$ cat src/rtl/vga_timing_gen.sv
// VGA raster timing generator: pixel-rate divider, x/y position counters,
// registered sync/blank decode aligned with the position, and a frame counter.
module vga_timing_gen #(
    parameter int CLK_DIV = 4,
    parameter int HD      = 640,
    parameter int HF      = 16,
    parameter int HR      = 96,
    parameter int HB      = 48,
    parameter int VD      = 480,
    parameter int VF      = 10,
    parameter int VR      = 2,
    parameter int VB      = 33,
    parameter bit HS_POL  = 1'b0,
    parameter bit VS_POL  = 1'b0,
    parameter int CW      = 10,
    parameter int FW      = 8
) (
    input  logic          sys_clk,
    input  logic          sys_rst_n,
    input  logic          en,
    output logic          p_tick,
    output logic [CW-1:0] x,
    output logic [CW-1:0] y,
    output logic          video_on,
    output logic          hsync,
    output logic          vsync,
    output logic          line_start,
    output logic          frame_start,
    output logic          vblank,
    output logic [FW-1:0] frame_cnt
);

    localparam int HTOT = HD + HF + HR + HB;
    localparam int VTOT = VD + VF + VR + VB;
    localparam int DW   = (CLK_DIV > 1) ? $clog2(CLK_DIV) : 1;

    localparam logic [DW-1:0] DIV_LAST = DW'(CLK_DIV - 1);
    localparam logic [CW-1:0] X_LAST   = CW'(HTOT - 1);
    localparam logic [CW-1:0] Y_LAST   = CW'(VTOT - 1);
    localparam logic [CW-1:0] H_ACT    = CW'(HD);
    localparam logic [CW-1:0] V_ACT    = CW'(VD);
    localparam logic [CW-1:0] HS_FIRST = CW'(HD + HF);
    localparam logic [CW-1:0] HS_LAST  = CW'(HD + HF + HR - 1);
    localparam logic [CW-1:0] VS_FIRST = CW'(VD + VF);
    localparam logic [CW-1:0] VS_LAST  = CW'(VD + VF + VR - 1);

    logic [DW-1:0] div_q;
    logic          tick_q;
    logic          ls_q;
    logic          fs_q;
    logic          x_wrap;
    logic          y_wrap;
    logic [CW-1:0] x_nxt;
    logic [CW-1:0] y_nxt;

    // NOTE: every signal gets a default before any conditional update, so no latch is inferred.
    always_comb begin
        x_wrap = (x == X_LAST);
        y_wrap = (y == Y_LAST);
        x_nxt  = x_wrap ? '0 : x + CW'(1);
        y_nxt  = y;
        if (x_wrap) begin
            y_nxt = y_wrap ? '0 : y + CW'(1);
        end
    end

    // Decode is computed from the next position so the registered outputs
    // change on the same edge as x/y and never lag them.
    // NOTE: state is updated with non-blocking assignments only, so every
    // right-hand side sees the pre-edge values regardless of statement order.
    always_ff @(posedge sys_clk or negedge sys_rst_n) begin
        if (!sys_rst_n) begin
            div_q     <= '0;
            tick_q    <= 1'b0;
            ls_q      <= 1'b0;
            fs_q      <= 1'b0;
            x         <= '0;
            y         <= '0;
            frame_cnt <= '0;
            video_on  <= 1'b0;
            vblank    <= 1'b0;
            hsync     <= ~HS_POL;
            vsync     <= ~VS_POL;
        end else if (en) begin
            div_q  <= (div_q == DIV_LAST) ? '0 : div_q + DW'(1);
            tick_q <= (div_q == DIV_LAST);
            ls_q   <= 1'b0;
            fs_q   <= 1'b0;
            if (tick_q) begin
                x        <= x_nxt;
                y        <= y_nxt;
                ls_q     <= x_wrap;
                fs_q     <= x_wrap && y_wrap;
                video_on <= (x_nxt < H_ACT) && (y_nxt < V_ACT);
                vblank   <= (y_nxt >= V_ACT);
                hsync    <= (x_nxt >= HS_FIRST && x_nxt <= HS_LAST) ? HS_POL : ~HS_POL;
                vsync    <= (y_nxt >= VS_FIRST && y_nxt <= VS_LAST) ? VS_POL : ~VS_POL;
                if (x_wrap && y_wrap) begin
                    frame_cnt <= frame_cnt + FW'(1);
                end
            end
        end
    end

    // Strobes are held through a freeze and masked by en, so a pulse pending
    // when en drops is shown again on resume instead of being lost.
    assign p_tick      = tick_q & en;
    assign line_start  = ls_q & en;
    assign frame_start = fs_q & en;

endmodule

$ cat config.mk
export PLATFORM = sky130hd
export DESIGN_NAME = vga_timing_gen
export DESIGN_NICKNAME = d
export VERILOG_FILES = /design/src/rtl/vga_timing_gen.sv
export SDC_FILE = /design/constraint.sdc
export NUM_CORES = 1
export LEC_CHECK = 0
export ABC_AREA = 1
export CAP_MARGIN = 25
export CORE_ASPECT_RATIO = 0.9
export CORE_MARGIN = 3
export CORE_UTILIZATION = 40
export CTS_BUF_LIST = sky130_fd_sc_hd__clkbuf_4
export CTS_CLUSTER_DIAMETER = 30
export DETAILED_ROUTE_END_ITERATION = 10
export GPL_TIMING_DRIVEN = 0
export PLACE_DENSITY_LB_ADDON = 0.08
export SETUP_SLACK_MARGIN = 0.15
export SYNTH_ARGS = -nofsm -noshare
export SYNTH_HDL_FRONTEND = slang
export SYNTH_SLANG_ARGS = --single-unit
$ cat constraint.sdc
create_clock -name sys_clk -period 4.7 [get_ports sys_clk]
set_input_delay 1.175 -clock sys_clk [delete_from_list [all_inputs] [get_ports sys_clk]]
set_output_delay 1.175 -clock sys_clk [all_outputs]
set_load 0.01 [all_outputs]
==> run metrics <==
status completed; num rows 25; final core occ 51.67%; Yosys Warn Count 0; Ports 38; FF-to-FF Start y[0]$_DFFE_PN0P_; post-DP HPWL 3827 um; drt total wl 5269 um; max incr delay on CP 0.59 ns; Cell variety after synth 36; Worst-Skew Late Latency 0.35 ns; number of remaining DRC errors 0; relative slew slack 44.73%; via/cell ratio 4.962; first-pass GRT wire length 9570 um; critical path's most frequent cell clkdlybuf4s50_1; maximum buffer depth of the clock tree 2; Starting Density 42.22%; endpoint type of the worst setup path output pin; slowest stage cell, crit path clkdlybuf4s50_1; min cycle time layout 4.224 ns; GRT Util Overall 17.96%; hold path cells 1; final number of max-transition violations 0; CTS tree built; RR Endpoint video_on$_DFFE_PN0P_; Worst Reg-to-Reg Cells 10; Cell Area, Synth 2258 um2; PortBufs 37; htree depth 2; Static Leakage 1.324 nW; Syn Nets 296; first drt pass iteration count 4; R2R Setup Slk 2.84 ns; clock skew 0.01721 ns; die height 77.29 um; Yosys reg bits 37; share of post-route cells with drive strength above 1 10.84%; worst vdd ir 0.2372 mV; crit start category input port; area delta synth->final 22.38%; commonest non-fill, non-tap cell in the layout nand2_1; setup TNS 0 ns; initial antenna violation count 0; Placeable Area 5349 um2; syn avg cell area 7.869 um2; post-route cell area 2764 um2; # clock sinks 37; largest net degree at the start of global routing 38; ant diodes 0; # nets final 340; post-synthesis sequential area ratio 41.11%; vias in the first global route 2,089; initial drt markers 102; PnR Total Power 910.5 uW; Routed WL per cell 13.21 um; clk slew on worst S/H paths 0.11 ns; Placed Area 2708 um2; CP Data Required Time 3.52 ns; global route total overflow 0; via count 1,980; crit path max fanout 10; die area 6585 um2; power density over cell area 329.4 nW/um2; worst-path cell chain clkdlybuf4s50_1 > nand2_1 > inv_1 > clkbuf_2 > clkdlybuf4s50_1; Mapped Cells 287; RSZ-0062 raised after global routing no; Hold Vio Cnt, Final 0; Slew @ Worst Pin 0.8290 ns; Max Cap Viol 0; DIE WIDTH 85.21 um; most frequent cells in the layout 80 x nand2_1, 39 x nor2_1, 36 x clkdlybuf4s50_1; Max Clk Rate 236.8 MHz; Crit Path Class input port to output pin; Critical Path AT 3.05 ns; Tcrit/Tclk final 89.87%; post-route ant nets 0; cell chosen for the clock root clkbuf_4; setup bufs post-CTS 0; final setup violation count 0; Min-Delay Endpoint div_q[0]$_DFFE_PN0P_; hold wc startpoint div_q[0]$_DFFE_PN0P_; gp weighted congestion 0.8750; worst hold path type register to register; CTS Buf Count 5
[cell type report]
| type | count | area, um2 |
|---|---|---|
| well taps | 67 | 83.83 |
| plain buffers | 5 | 32.53 |
| inverters | 28 | 105.1 |
| multi-input cells | 217 | 1194 |
| clock inverters | 2 | 10.01 |
| fillers | 528 | 2585 |
| flip-flops and latches | 37 | 928.4 |
| clock buffers | 6 | 45.04 |
| repair buffers | 37 | 365.4 |
[per-layer routing]
layer / vias up / global-route usage [%] / wire length (um)
met5: - / 0 / 0
met4: 0 / 6.962 / 127
met3: 14 / 3.974 / 276
met2: 53 / 27.02 / 2265
met1: 903 / 25.02 / 2599
li1: 1010 / - / -
[worst max-delay path by stage]
stage | slack [ns] | cells after the start | endpoint | startpoint
after floorplan | 1.80 | 3 | p_tick | en
after global placement | 0.25 | 5 | p_tick | en
after detailed placement | 0.24 | 5 | p_tick | en
after CTS | 0.24 | 5 | p_tick | en
after global routing | 0.32 | 5 | p_tick | en
final | 0.48 | 5 | p_tick | en
[critical path: cells and delay by family]
family        cells  cell delay, ns
buf+inv           4            1.70
simple gates      1            0.17
[synthesized netlist by cell type]
cell type   n  share of area (%)
buf_2       1               0.22
and3_1      1               0.28
nor3b_4     1               0.83
xnor2_1     7                2.7
nor3_1      1               0.22
a31oi_1     1               0.28
nand2_1    80                 13
dfstp_2     2                2.3
inv_1      26                4.3
a21oi_1     4               0.89
nand3_4     1               0.78
o22ai_1     1               0.28
o21ai_0    18                4.0
o21bai_1    3                1.0
nand2_4     1               0.50
nand4_4     1               0.94
xor2_1      5                1.9
a21o_1      1               0.33
nand3_1    19                4.2
nor2_4      4                2.0
buf_8       1               0.66
o21ai_2     1               0.39
clkbuf_1    3               0.50
o21ai_1     1               0.22
nor2_2      1               0.28
dfrtp_1    35                 39
nor2_1     39                6.5
nor2_8      1               0.89
ha_1        6                3.3
nand3b_1    1               0.33
inv_2       2               0.33
mux2_2      1               0.50
nand3_2     5                2.2
mux2_1      2                1.0
nand2_2     3               0.83
nand4_1     7                1.9
[through the flow]
stage / std cells / worst slack [ns] / hold WS [ns]
after floorplan: 287 / 1.803 / 0.4459
after global placement: 391 / 0.2495 / 0.4623
after detailed placement: 391 / 0.2390 / 0.4700
after CTS: 399 / 0.2440 / 0.4921
after global routing: 399 / 0.3222 / 0.5280
final: 399 / 0.4763 / 0.4838
[state kept, by name (all words and copies together) (netlist names)]
| signal | flops |
|---|---|
| y | 10 |
| frame_cnt | 8 |
| vsync | 1 |
| vblank | 1 |
| fs_q | 1 |
| video_on | 1 |
| hsync | 1 |
| x | 10 |
| div_q | 2 |
| tick_q | 1 |
| ls_q | 1 |
[repair_timing]
action / in CTS / in global routing
hold buffers: 0 / 0
setup endpoints to repair: 0 / 1
gates resized for setup: 0 / 2
[where the power goes]
group,total (mW),leakage [nW],switching [mW],internal [mW]
logic,0.296,0.817,0.160,0.136
clock network,0.169,0.0354,0.107,0.0628
registers,0.445,0.472,0.0778,0.368
[cell families (layout without fill, tap and decap cells)]
family | count (synthesis) | after routing | synth area share [%]
XOR/XNOR | 12 | 12 | 4.654
flip-flops | 37 | 37 | 41.11
AO/OA/AOI/OAI | 30 | 30 | 7.369
adder cells (fa/ha/maj) | 6 | 6 | 3.324
AND/OR/NAND/NOR | 166 | 166 | 36.01
buffers and inverters | 33 | 78 | 6.038
multiplexers | 3 | 3 | 1.496
Power figures use the tool's default switching activity.
